==> src/rtl/decimal_entry_encoder_pkg.sv <==
// Shared types and option-field constants for the decimal entry path of the options menu.
// Holds the decimalized game-state view and the per-field clamp ranges.
package decimal_entry_encoder_pkg;

    typedef logic [3:0] t_bcd_digit;

    localparam t_bcd_digit BCD_MAX = 4'd9;

    localparam int GS_DECIM_PIN_COLORS_LEN = 2;
    localparam int GS_DECIM_PINS_COUNT_LEN = 1;
    localparam int GS_DECIM_GUESSES_LEN    = 2;
    localparam int GS_DECIM_PIX_W_LEN      = 3;

    localparam int max_pin_colors = 10;
    localparam int max_pins_count = 8;
    localparam int max_guesses    = 20;

    localparam int PIN_COLORS_MIN = 2;
    localparam int PIN_COLORS_MAX = max_pin_colors;
    localparam int PINS_COUNT_MIN = 1;
    localparam int PINS_COUNT_MAX = max_pins_count;
    localparam int GUESSES_MIN    = 1;
    localparam int GUESSES_MAX    = max_guesses;

    typedef struct packed {
        t_bcd_digit [GS_DECIM_PIN_COLORS_LEN-1:0] pin_colors;
        t_bcd_digit [GS_DECIM_PINS_COUNT_LEN-1:0] pins_count;
        t_bcd_digit [GS_DECIM_GUESSES_LEN-1:0]    guesses;
        t_bcd_digit [GS_DECIM_PIX_W_LEN-1:0]      pix_w;
    } st_GS_DECIMALIZED;

    typedef enum logic [1:0] {
        ST_IDLE,
        ST_ENTRY,
        ST_CONVERT,
        ST_DONE
    } entry_state_e;

endpackage

==> src/rtl/decimal_entry_encoder_dec_mac10.sv <==
// Combinational Horner step: result = acc*10 + digit, saturating at all-ones.
module dec_mac10
    import decimal_entry_encoder_pkg::*;
#(
    parameter int AW = 12
) (
    input  logic [AW-1:0] acc,
    input  t_bcd_digit    digit,
    output logic [AW-1:0] result
);

    // Four extra bits always hold acc*10+9 without overflow, so any set top bit means saturate.
    logic [AW+3:0] wide;

    assign wide   = ({4'b0000, acc} << 3) + ({4'b0000, acc} << 1) + {{AW{1'b0}}, digit};
    assign result = (wide[AW+3:AW] != 4'b0000) ? '1 : wide[AW-1:0];

endmodule

==> src/rtl/decimal_entry_encoder.sv <==
// Decimal keystroke entry for one option field: buffers BCD digits, converts them to binary
// on commit and clamps to [MIN_VAL, MAX_VAL]. Define DECIMAL_ENTRY_WRAP_EN to let a full buffer roll over.
module decimal_entry_encoder
    import decimal_entry_encoder_pkg::*;
#(
    parameter int W       = 8,
    parameter int DIGITS  = 2,
    parameter int MIN_VAL = 1,
    parameter int MAX_VAL = 99
) (
    input  logic                        clk,
    input  logic                        rst,
    input  logic                        start,
    input  logic [W-1:0]                init_value,
    input  logic                        digit_valid,
    input  logic [3:0]                  digit,
    input  logic                        backspace,
    input  logic                        commit,
    input  logic                        cancel,
    output logic                        busy,
    output logic [$clog2(DIGITS+1)-1:0] digit_count,
    output logic [DIGITS*4-1:0]         digits_out,
    output logic                        value_valid,
    output logic [W-1:0]                value,
    output logic                        clamped
);

    localparam int CW = $clog2(DIGITS + 1);
    localparam int AW = W + 4;
    localparam int BW = DIGITS * 4;
    localparam logic [CW-1:0] CNT_FULL = CW'(DIGITS);
    localparam logic [AW-1:0] ACC_MIN  = AW'(MIN_VAL);
    localparam logic [AW-1:0] ACC_MAX  = AW'(MAX_VAL);

    entry_state_e  state_q, state_d;
    logic [BW-1:0] dig_q;
    logic [BW-1:0] dig_shl;
    logic [CW-1:0] cnt_q;
    logic [CW-1:0] idx_q;
    logic [AW-1:0] acc_q;
    logic [AW-1:0] mac_res;
    logic [W-1:0]  init_q;
    logic [W-1:0]  value_q;
    logic          clamped_q;
    logic [W-1:0]  clamp_val;
    logic          clamp_hit;
    logic          key_ok;
    t_bcd_digit    cur_digit;

    assign dig_shl = (dig_q << 4) | BW'(digit);
    assign key_ok  = digit_valid && (digit <= BCD_MAX);

    // Digits are consumed most-significant first: idx_q counts down from digit_count-1.
    always_comb begin
        cur_digit = '0;
        for (int i = 0; i < DIGITS; i++) begin
            if (idx_q == CW'(i)) cur_digit = dig_q[i*4 +: 4];
        end
    end

    dec_mac10 #(.AW(AW)) u_mac (
        .acc    (acc_q),
        .digit  (cur_digit),
        .result (mac_res)
    );

    always_comb begin
        // NOTE: every output of a combinational block gets a default first so no path can infer a latch.
        clamp_val = mac_res[W-1:0];
        clamp_hit = 1'b0;
        if (mac_res > ACC_MAX) begin
            clamp_val = W'(MAX_VAL);
            clamp_hit = 1'b1;
        end else if (mac_res < ACC_MIN) begin
            clamp_val = W'(MIN_VAL);
            clamp_hit = 1'b1;
        end
    end

    // NOTE: registers take non-blocking assignments so every flop samples pre-edge values.
    always_ff @(posedge clk) begin
        if (rst) state_q <= ST_IDLE;
        else     state_q <= state_d;
    end

    always_comb begin
        state_d = state_q;
        case (state_q)
            ST_IDLE:    if (start) state_d = ST_ENTRY;
            ST_ENTRY: begin
                if (cancel)      state_d = ST_IDLE;
                else if (commit) state_d = (cnt_q == '0) ? ST_DONE : ST_CONVERT;
            end
            ST_CONVERT: if (idx_q == '0) state_d = ST_DONE;
            ST_DONE:    state_d = ST_IDLE;
            default:    state_d = ST_IDLE;
        endcase
    end

    // NOTE: the digit buffer is reset explicitly because it drives digits_out directly.
    always_ff @(posedge clk) begin
        if (rst) begin
            dig_q     <= '0;
            cnt_q     <= '0;
            idx_q     <= '0;
            acc_q     <= '0;
            init_q    <= '0;
            value_q   <= '0;
            clamped_q <= 1'b0;
        end else begin
            case (state_q)
                ST_IDLE: begin
                    if (start) begin
                        init_q <= init_value;
                        dig_q  <= '0;
                        cnt_q  <= '0;
                    end
                end
                ST_ENTRY: begin
                    if (cancel) begin
                        dig_q <= '0;
                        cnt_q <= '0;
                    end else if (commit) begin
                        if (cnt_q == '0) begin
                            value_q   <= init_q;
                            clamped_q <= 1'b0;
                        end else begin
                            idx_q <= cnt_q - 1'b1;
                            acc_q <= '0;
                        end
                    end else if (backspace) begin
                        if (cnt_q != '0) begin
                            dig_q <= dig_q >> 4;
                            cnt_q <= cnt_q - 1'b1;
                        end
                    end else if (key_ok) begin
                        if (cnt_q != CNT_FULL) begin
                            dig_q <= dig_shl;
                            cnt_q <= cnt_q + 1'b1;
                        end else begin
`ifdef DECIMAL_ENTRY_WRAP_EN
                            dig_q <= dig_shl;
`endif
                        end
                    end
                end
                ST_CONVERT: begin
                    acc_q <= mac_res;
                    idx_q <= idx_q - 1'b1;
                    if (idx_q == '0) begin
                        value_q   <= clamp_val;
                        clamped_q <= clamp_hit;
                        dig_q     <= '0;
                        cnt_q     <= '0;
                    end
                end
                default: ;
            endcase
        end
    end

    assign busy        = (state_q == ST_ENTRY) || (state_q == ST_CONVERT);
    assign value_valid = (state_q == ST_DONE);
    assign digit_count = cnt_q;
    assign digits_out  = dig_q;
    assign value       = value_q;
    assign clamped     = clamped_q;

endmodule

==> config.mk <==
export PLATFORM = sky130hd
export DESIGN_NAME = decimal_entry_encoder
export DESIGN_NICKNAME = d
export VERILOG_FILES = /design/src/rtl/decimal_entry_encoder_pkg.sv /design/src/rtl/decimal_entry_encoder_dec_mac10.sv /design/src/rtl/decimal_entry_encoder.sv
export SDC_FILE = /design/constraint.sdc
export NUM_CORES = 1
export LEC_CHECK = 0
export BUFFER_PORTS_ARGS = -buffer_cell sky130_fd_sc_hd__buf_4
export CAP_MARGIN = 20
export CORE_AREA = 2 2 98 100
export CTS_CLUSTER_SIZE = 25
export DETAILED_ROUTE_END_ITERATION = 8
export DIE_AREA = 0 0 100 102
export HOLD_SLACK_MARGIN = 0.12
export PLACE_DENSITY_LB_ADDON = 0.15
export REMOVE_ABC_BUFFERS = 1
export SETUP_SLACK_MARGIN = 0.2
export SYNTH_ARGS = -nofsm -noshare
export SYNTH_HDL_FRONTEND = slang
export SYNTH_SLANG_ARGS = --single-unit
==> constraint.sdc <==
create_clock -name clk -period 3.8 [get_ports clk]
set_clock_uncertainty 0.2 [all_clocks]
set_input_delay 0.57 -clock clk [delete_from_list [all_inputs] [get_ports clk]]
set_output_delay 0.57 -clock clk [all_outputs]
set_load 0.005 [all_outputs]
==> results of run 1 <==
-- synthesized netlist by cell type, types with 3 or more instances --
cell type and instances:
a21o_1 5, mux2i_1 5, o21ai_0 21, nor2b_1 4, ha_1 33, xor2_1 3
nand2_1 52, or3_1 5, and3_1 6, nor3_1 8, a31o_2 5, dfxtp_1 43
inv_1 19, a221oi_1 3, nand3_1 14, clkbuf_1 14, nor2_1 40, and2_1 4
nand2b_1 3, a31oi_1 5, a21oi_1 35
-- kinds of logic (layout without fill, tap and decap cells) --
| group | Yosys count | count (layout) | synth area share |
|---|---|---|---|
| DFF | 43 | 43 | 0.293 |
| adders and majority gates | 35 | 35 | 0.154 |
| muxes | 5 | 5 | 0.0170 |
| AOI/OAI and AO/OA | 104 | 104 | 0.236 |
| and+or+nand+nor | 152 | 152 | 0.243 |
| buffers and inverters | 35 | 102 | 0.0455 |
| xor gates and xnor gates | 4 | 4 | 0.0119 |
-- repair_timing --
item	in CTS	in global routing
buffers inserted	5	3
resized for setup	47	5
pin swaps	38	7
setup endpoints to repair	20	20
-- stage by stage --
stage,setup TNS [ps],area [um2]
2_1_floorplan,-2720,2880
6_report,-2680,3830
4_1_cts,-2310,3800
3_3_place_gp,-6280,3530
3_5_place_dp,-7430,3530
5_1_grt,-6010,3830
-- sequential cells by signal (all words and copies together) (netlist names), named ones only --
name	cells
value	8
init_q	8
digits_out	8
digit_count	2
acc_q	12
state_q	1
clamped	1
idx_q	2
-- worst max path at each step --
stage,start,end,cells past startpoint
2_1_floorplan,idx_q[0],value[0],15
3_3_place_gp,idx_q[1],value[3],16
3_5_place_dp,idx_q[1],value[0],15
4_1_cts,idx_q[0],value[0],17
5_1_grt,idx_q[0],acc_q[10],17
6_report,idx_q[0],value[0],17
-- worst reg2reg max path, cell delays in order (launching register included) --
cell	delay, ps
dfxtp_2	350
inv_2	50
ha_4	160
buf_6	120
nand2_2	50
o21ai_2	60
ha_1	270
ha_2	190
inv_2	40
fa_2	370
and2b_2	230
o2111ai_2	110
a31o_2	290
a2111o_1	360
a221o_1	380
or2_4	320
o311ai_4	240
a31oi_1	100
-- routing by layer --
| layer | global-route usage | part of all wire | vias to the layer above |
|---|---|---|---|
| li1 | - | - | 1487 |
| met1 | 0.208 | 0.49 | 1317 |
| met2 | 0.259 | 0.46 | 40 |
| met3 | 0.0267 | 0.028 | 12 |
| met4 | 0.0432 | 0.016 | 0 |
| met5 | 0 | 0 | - |
-- cells in the final DEF (no fill, tap or decap), drive strengths merged, types with 3 or more instances in the layout --
master,count
xor2,3
or2,3
nand2b,3
a21o,5
a31o,5
and3,6
and2,4
nand2,52
o21ai,23
ha,33
nor3,9
dfxtp,43
or3,5
a21oi,35
nor2,40
nor2b,4
mux2i,5
clkbuf,5
a221oi,3
inv,19
nand3,14
a31oi,5
a211oi,3
buf,75
-- area by class of cell --
class | count | area, um2
fill | 963 | 5280
sequential | 43 | 863
inverter | 19 | 73.8
multi-input combinational | 300 | 2070
clock buffer | 5 | 68.8
timing repair buffer | 75 | 587
tap | 111 | 139
clock inverter | 3 | 25.0
-- power groups by stage --
| stage | combinational [mW] | sequential, mW | clock, mW |
|---|---|---|---|
| 6_report | 0.271 | 0.494 | 0.308 |
| 5_1_grt | 0.305 | 0.498 | 0.336 |
| 4_1_cts | 0.270 | 0.494 | 0.319 |
| 3_5_place_dp | 0.246 | 0.503 | 0 |
| 3_3_place_gp | 0.247 | 0.503 | 0 |
| 2_1_floorplan | 0.157 | 0.500 | 0 |
==> flow_summary.toml, run 1 <==
[clock_network]
htree_levels = 2
root_buffer = "clkbuf_8"
cts_buffer_depth = 2
clock_sinks = 43
hold_buffers = 0
cts_tree = "yes"
cts_buffers = 5
cts.clk_slew.worst_paths_ps = 100
clk_latency_ps = 310

[hold_path]
min_from = "value[6]"
min_path_type = "reg -> reg"
min_delay_path_depth = 2
worstHoldEndpoint = "value[6]"

[logic_synthesis]
async_reset_ff_frac = 0
syn-cell-area_um2 = 2940
synth_cells = 378
yosys-top-cells-area = "dfxtp_1, ha_1, nand2_1"
synth_edf_count = 0
yosysTopAreaCellShare = 0.293
synth_area_per_cell_um2 = 7.78
ys_types = 57
yosysWarnings = 0
ys_seq_area_frac = 0.293
yosys.area.top_type = "dfxtp_1"
dominantRegCellSynth = "dfxtp_1"
synth-seq-cells = 43

[pwr]
comb_power_share = 0.252
sw_frac_of_total = 0.331
power_density_nw_per_um2 = 280
power.share.clock = 0.287
ir_worst_vdd_uv = 136
p_int_mw = 0.717
pwr-share-seq = 0.460
power_leakage_nw = 1.79
finalPower_mw = 1.07
p_sw_mw = 0.355

[critical_path]
crit_family = "compound AO/OA/AOI/OAI gates"
worst-path-buf-inv = 3
max_stage_delay_ps = 380
endpoint_kind = "register"
arrival_ps = 3990
r2r-end = "value[0]"
critPathKind = "reg -> reg"
ff2ff_path_depth = 17
path_common_cell = "inv_2"
worstPathRequired_ps = 3800
crit_path_cell_trace = "inv_2 -> ha_4 -> buf_6 -> nand2_2 -> o21ai_2 -> ha_1 -> ha_2 -> inv_2 -> fa_2 -> and2b_2 -> o2111ai_2 -> a31o_2 -> a2111o_1 -> a221o_1 -> or2_4 -> o311ai_4 -> a31oi_1"
startpoint_type = "register"
reg2reg_from = "idx_q[0]"
path_max_fanout = 6
worst_path_max_delay_cell = "a221o_1"
r2r_slack_ps = -190

[route]
drt_first_pass_iters = 4
drtIter0Drc = 67
route.detailed.drc = 0
wl_um = 7670
vias_per_cell = 5.14
ant_nets = 0
vias = 2856
wire_per_inst_um = 13.8

[final_layout]
syn2layout_area_growth_pct = 30.2
fin_nets = 498
final_util = 0.420
antennaDiodeCount = 0
final_layout_size_suffix_gt1_frac = 0.288
stdcell_count = 556

[timing]
period_share = 1.05
final_max_slew_viol_count = 0
hold_viol = 0
maxSlewHeadroom = 0.414
rsz0062_at_grt = "true"
fin_ws_ps = -190
max_freq_mhz = 251
min_period_ps = 3990
worstMarginPinSlew_ps = 870
whs_ps = 256
final-setup-viol-count = 16

[global_routing]
antenna_found_initial = 0
grt.total_usage = 0.155
grt-ovfl-total = 0
grt_pass1_wl_um = 13000
grt_pass1_vias = 2741
grt_max_degree = 35

[placed_design]
port_buffers = 39
dp_cells = 540
routabilityCongestion = 0.848
pre_cts_slack_ps = -469
dp_hpwl_um = 5780

[floorplanning]
die-area_um2 = 10200
core_area_um2 = 9110
die_x_um = 100
num_rows = 35
die_h_um = 102
initial_core_util = 0.323
io_pins = 40

[run_status]
violations = "negative setup slack"
status = "finished with violations"

[flow_run]
drv_cap = 0
No activity file was read; power rests on OpenSTA's default activity.
==> inputs of run 2 (changes only) <==
Settings changed: TNS_END_PERCENT from default to 1.
==> flow_summary.toml, run 2 (synthesis gave the netlist of run 1 again) <==
[critical_path]
worstPathRequired_ps = 3780
startpoint_type = "register"
critPathKind = "reg -> reg"
endpoint_kind = "register"
arrival_ps = 3970
r2r_slack_ps = -190
path_max_fanout = 6

[pwr]
finalPower_mw = 1.07
ir_worst_vdd_uv = 137
power_density_nw_per_um2 = 281
power_leakage_nw = 1.78

[flow_run]
drv_cap = 0

[clock_network]
clock_sinks = 43
cts_buffers = 5
cts.clk_slew.worst_paths_ps = 100
root_buffer = "clkbuf_8"
clk_latency_ps = 310
cts_buffer_depth = 2
htree_levels = 2
hold_buffers = 0
cts_tree = "yes"

[timing]
final-setup-viol-count = 16
max_freq_mhz = 251
worstMarginPinSlew_ps = 869
maxSlewHeadroom = 0.415
period_share = 1.05
tns_ps = -2640
min_period_ps = 3990
rsz0062_at_grt = "true"
hold_viol = 0
fin_ws_ps = -189
final_max_slew_viol_count = 0

[global_routing]
antenna_found_initial = 0
grt_max_degree = 35
grt.total_usage = 0.155
grt-ovfl-total = 0
grt_pass1_vias = 2758
grt_pass1_wl_um = 13000

[placed_design]
routabilityCongestion = 0.848
dp_hpwl_um = 5780
placed_cell_area_um2 = 3530
pre_cts_slack_ps = -469
port_buffers = 39

[final_layout]
final_cell_mix = "buf_4, nand2_1, dfxtp_1, nor2_1, a21oi_1"
largest_register = "acc_q"
fin_nets = 497
syn2layout_area_growth_pct = 29.5
layout_commonest_cell = "buf_4"
final_layout_size_suffix_gt1_frac = 0.279
antennaDiodeCount = 0
largest_reg_flops = 12
final_area_um2 = 3810
final_util = 0.418

[route]
vias = 2858
vias_per_cell = 5.15
drt_first_pass_iters = 4
route.detailed.drc = 0
ant_nets = 0
wire_per_inst_um = 13.8
drtIter0Drc = 87
wl_um = 7640

[hold_path]
min_path_type = "reg -> reg"

[floorplanning]
num_rows = 35
die_x_um = 100
die-area_um2 = 10200
core_area_um2 = 9110
initial_core_util = 0.323
io_pins = 40
die_h_um = 102

[run_status]
violations = "negative setup slack"
status = "finished with violations"
run 2: routing by layer:
layer,track usage,wire length [um],vias up
li1,-,-,1484
met1,0.208,3750,1316
met2,0.259,3540,44
met3,0.0267,216,14
met4,0.0432,129,0
met5,0,0,-
run 2: final timing paths:
kind                                start   endpoint  cells past startpoint
worst min-delay path            init_q[7]  init_q[7]                      2
worst max register to register   idx_q[0]   value[6]                     18
worst max-delay path             idx_q[0]   value[6]                     18
worst min register to register  init_q[7]  init_q[7]                      2
run 2: critical path, cell delays in order, from the launching register on:
cell and delay [ps]:
dfxtp_2 350, inv_2 50, ha_4 160, buf_6 110, nand2_2 50, o21ai_2 60, ha_1 270, ha_2 190
inv_2 40, fa_2 370, and2b_2 230, o2111ai_2 110, a31o_2 290, a2111o_1 350, a221o_1 370, or2_4 320
buf_6 140, o21ai_2 120, a21oi_1 70
run 2: stage by stage:
stage | hold slack, ps | cells
after global routing | 288 | 555
after CTS | 261 | 553
final | 258 | 555
after detailed placement | 246 | 540
after global placement | 245 | 540
after floorplan | 226 | 362
run 2: final cells by class:
| cell class | count | area (um2) |
|---|---|---|
| Sequential cell | 43 | 863 |
| Tap cell | 111 | 139 |
| Multi-Input combinational cell | 300 | 2060 |
| Clock buffer | 5 | 68.8 |
| Clock inverter | 3 | 25.0 |
| Timing Repair Buffer | 74 | 579 |
| Fill cell | 968 | 5300 |
| Inverter | 19 | 73.8 |
run 2: timing repair:
item | 4_1_cts | 5_1_grt
setup endpoints to repair | 20 | 20
buffers inserted | 5 | 2
gates resized for setup | 42 | 5
pin swaps | 31 | 5
cloned | 0 | 0
run 2: report_power, final:
| part | total, mW | leakage, nW | internal, mW | switching (mW) |
|---|---|---|---|---|
| registers | 0.494 | 0.349 | 0.474 | 0.0192 |
| logic | 0.270 | 1.39 | 0.111 | 0.159 |
| clock network | 0.308 | 0.0443 | 0.132 | 0.176 |
| total | 1.07 | 1.78 | 0.717 | 0.354 |
==> inputs of run 3 (changes only) <==
Settings changed: CORE_AREA 2 2 98 100 to 2 2 79 81, DIE_AREA 0 0 100 102 to 0 0 81 83, MAX_ROUTING_LAYER from default to met4.
==> flow_summary.toml, run 3 (synthesis gave the netlist of run 1 again) <==
[clock_network]
root_buffer = "clkbuf_8"
cts_buffers = 5
cts.clk_slew.worst_paths_ps = 80
clk_latency_ps = 290
hold_buffers = 0
cts_buffer_depth = 2
htree_levels = 2
cts_tree = "yes"
clock_sinks = 43

[timing]
max_freq_mhz = 249
worstMarginPinSlew_ps = 881
min_period_ps = 4020
period_share = 1.06
maxSlewHeadroom = 0.410
final-setup-viol-count = 19
final_max_slew_viol_count = 0
hold_viol = 0
whs_ps = 255
rsz0062_at_grt = "true"
fin_ws_ps = -217

[route]
vias_per_cell = 5.63
route.detailed.drc = 0
ant_nets = 0
wire_per_inst_um = 14.3
vias = 2888
drtIter0Drc = 92
drt_first_pass_iters = 5
wl_um = 7340

[final_layout]
largest_reg_flops = 12
layout_commonest_cell = "buf_4"
antennaDiodeCount = 0
syn2layout_area_growth_pct = 27.9
fin_nets = 491
final_cell_mix = "buf_4, nand2_1, dfxtp_1, nor2_1, a21oi_1"
final_util = 0.647
largest_register = "acc_q"
final_area_um2 = 3760
final_layout_size_suffix_gt1_frac = 0.267

[pwr]
ir_worst_vdd_uv = 254
finalPower_mw = 1.18
power_leakage_nw = 1.78
power_density_nw_per_um2 = 315

[critical_path]
reg2reg_from = "idx_q[0]"
endpoint_kind = "register"
arrival_ps = 3980
r2r_slack_ps = -220
path_max_fanout = 5
worstPathRequired_ps = 3760
startpoint_type = "register"
critPathKind = "reg -> reg"
startpoint = "idx_q[0]"

[placed_design]
port_buffers = 39
routabilityCongestion = 0.966
placed_cell_area_um2 = 3430
dp_hpwl_um = 5400

[global_routing]
use_met2 = 0.391
grt_pass1_vias = 2719
grt_use_met3 = 0.0337
grt_pass1_wl_um = 12200
grt_max_degree = 35
antenna_found_initial = 0
grt_use_met1 = 0.282
grt.total_usage = 0.228
grt-ovfl-total = 0
grt.busiest_layer = "met2"

[floorplanning]
die_x_um = 81
initial_core_util = 0.506
die-area_um2 = 6720
num_rows = 28
core_area_um2 = 5820
io_pins = 40
die_h_um = 83

[run_status]
status = "finished with violations"
violations = "negative setup slack"

[hold_path]
min_path_type = "reg -> reg"
min_from = "init_q[7]"

[flow_run]
drv_cap = 0
## run 3: cell types whose count changed in the layout (fill, tap and decap cells not counted), sizes merged
cell,before,now
buf,74,67
clkbuf,5,6
or2,3,4
clkinv,2,0
clkinvlp,1,0
bufinv,0,2
## run 3: final timing paths
kind | end | depth (start not counted)
worst max-delay path | value[5] | 18
worst min-delay path | init_q[7] | 2
worst max register to register | value[5] | 18
worst min register to register | init_q[7] | 2
## run 3: layout make-up
class / instances / area [um2]
clock buffers: 6 / 72.6
clock inverters: 2 / 60.1
fillers: 535 / 2060
flip-flops and latches: 43 / 863
repair buffers: 67 / 514
multi-input cells: 301 / 2080
well taps: 75 / 93.8
inverters: 19 / 71.3
## run 3: power by group
part	switching [mW]	total, mW	internal [mW]	leakage, nW
sequential	0.0195	0.494	0.474	0.349
clock	0.159	0.422	0.263	0.0654
combinational	0.159	0.268	0.109	1.37
total	0.338	1.18	0.846	1.78
## run 3: critical path, cell delays in order (launching register included)
cell and delay, ps:
dfxtp_2 360, inv_2 60, ha_4 160, buf_6 120, nand2_2 60, o21ai_2 60
ha_1 280, ha_2 190, inv_2 40, fa_2 370, and2b_1 240, o2111ai_2 140
a31o_2 240, a2111o_1 360, a221o_1 350, or2_4 320, buf_6 150, o21ai_2 120
a21oi_1 80
## run 3: routing by layer
layer  vias to the layer above  share of wire
met5                         -              0
met4                         0         0.0094
met3                        10          0.029
met2                        54           0.51
met1                      1361           0.45
li1                       1463              -
## run 3: timing repair
action,in CTS,in global routing
buffers inserted,6,0
resized for setup,42,7
cloned,1,0
endpoints found under the setup margin,20,20
pin swaps,20,5
## run 3: stage by stage
| stage | TNS [ps] | std cells | setup WS (ps) |
|---|---|---|---|
| finish | -3100 | 513 | -217 |
| global route | -6440 | 513 | -403 |
| CTS | -2160 | 513 | -159 |
| detailed placement | -7070 | 498 | -457 |
| global placement | -5550 | 498 | -371 |
| floorplan | -2720 | 362 | -301 |
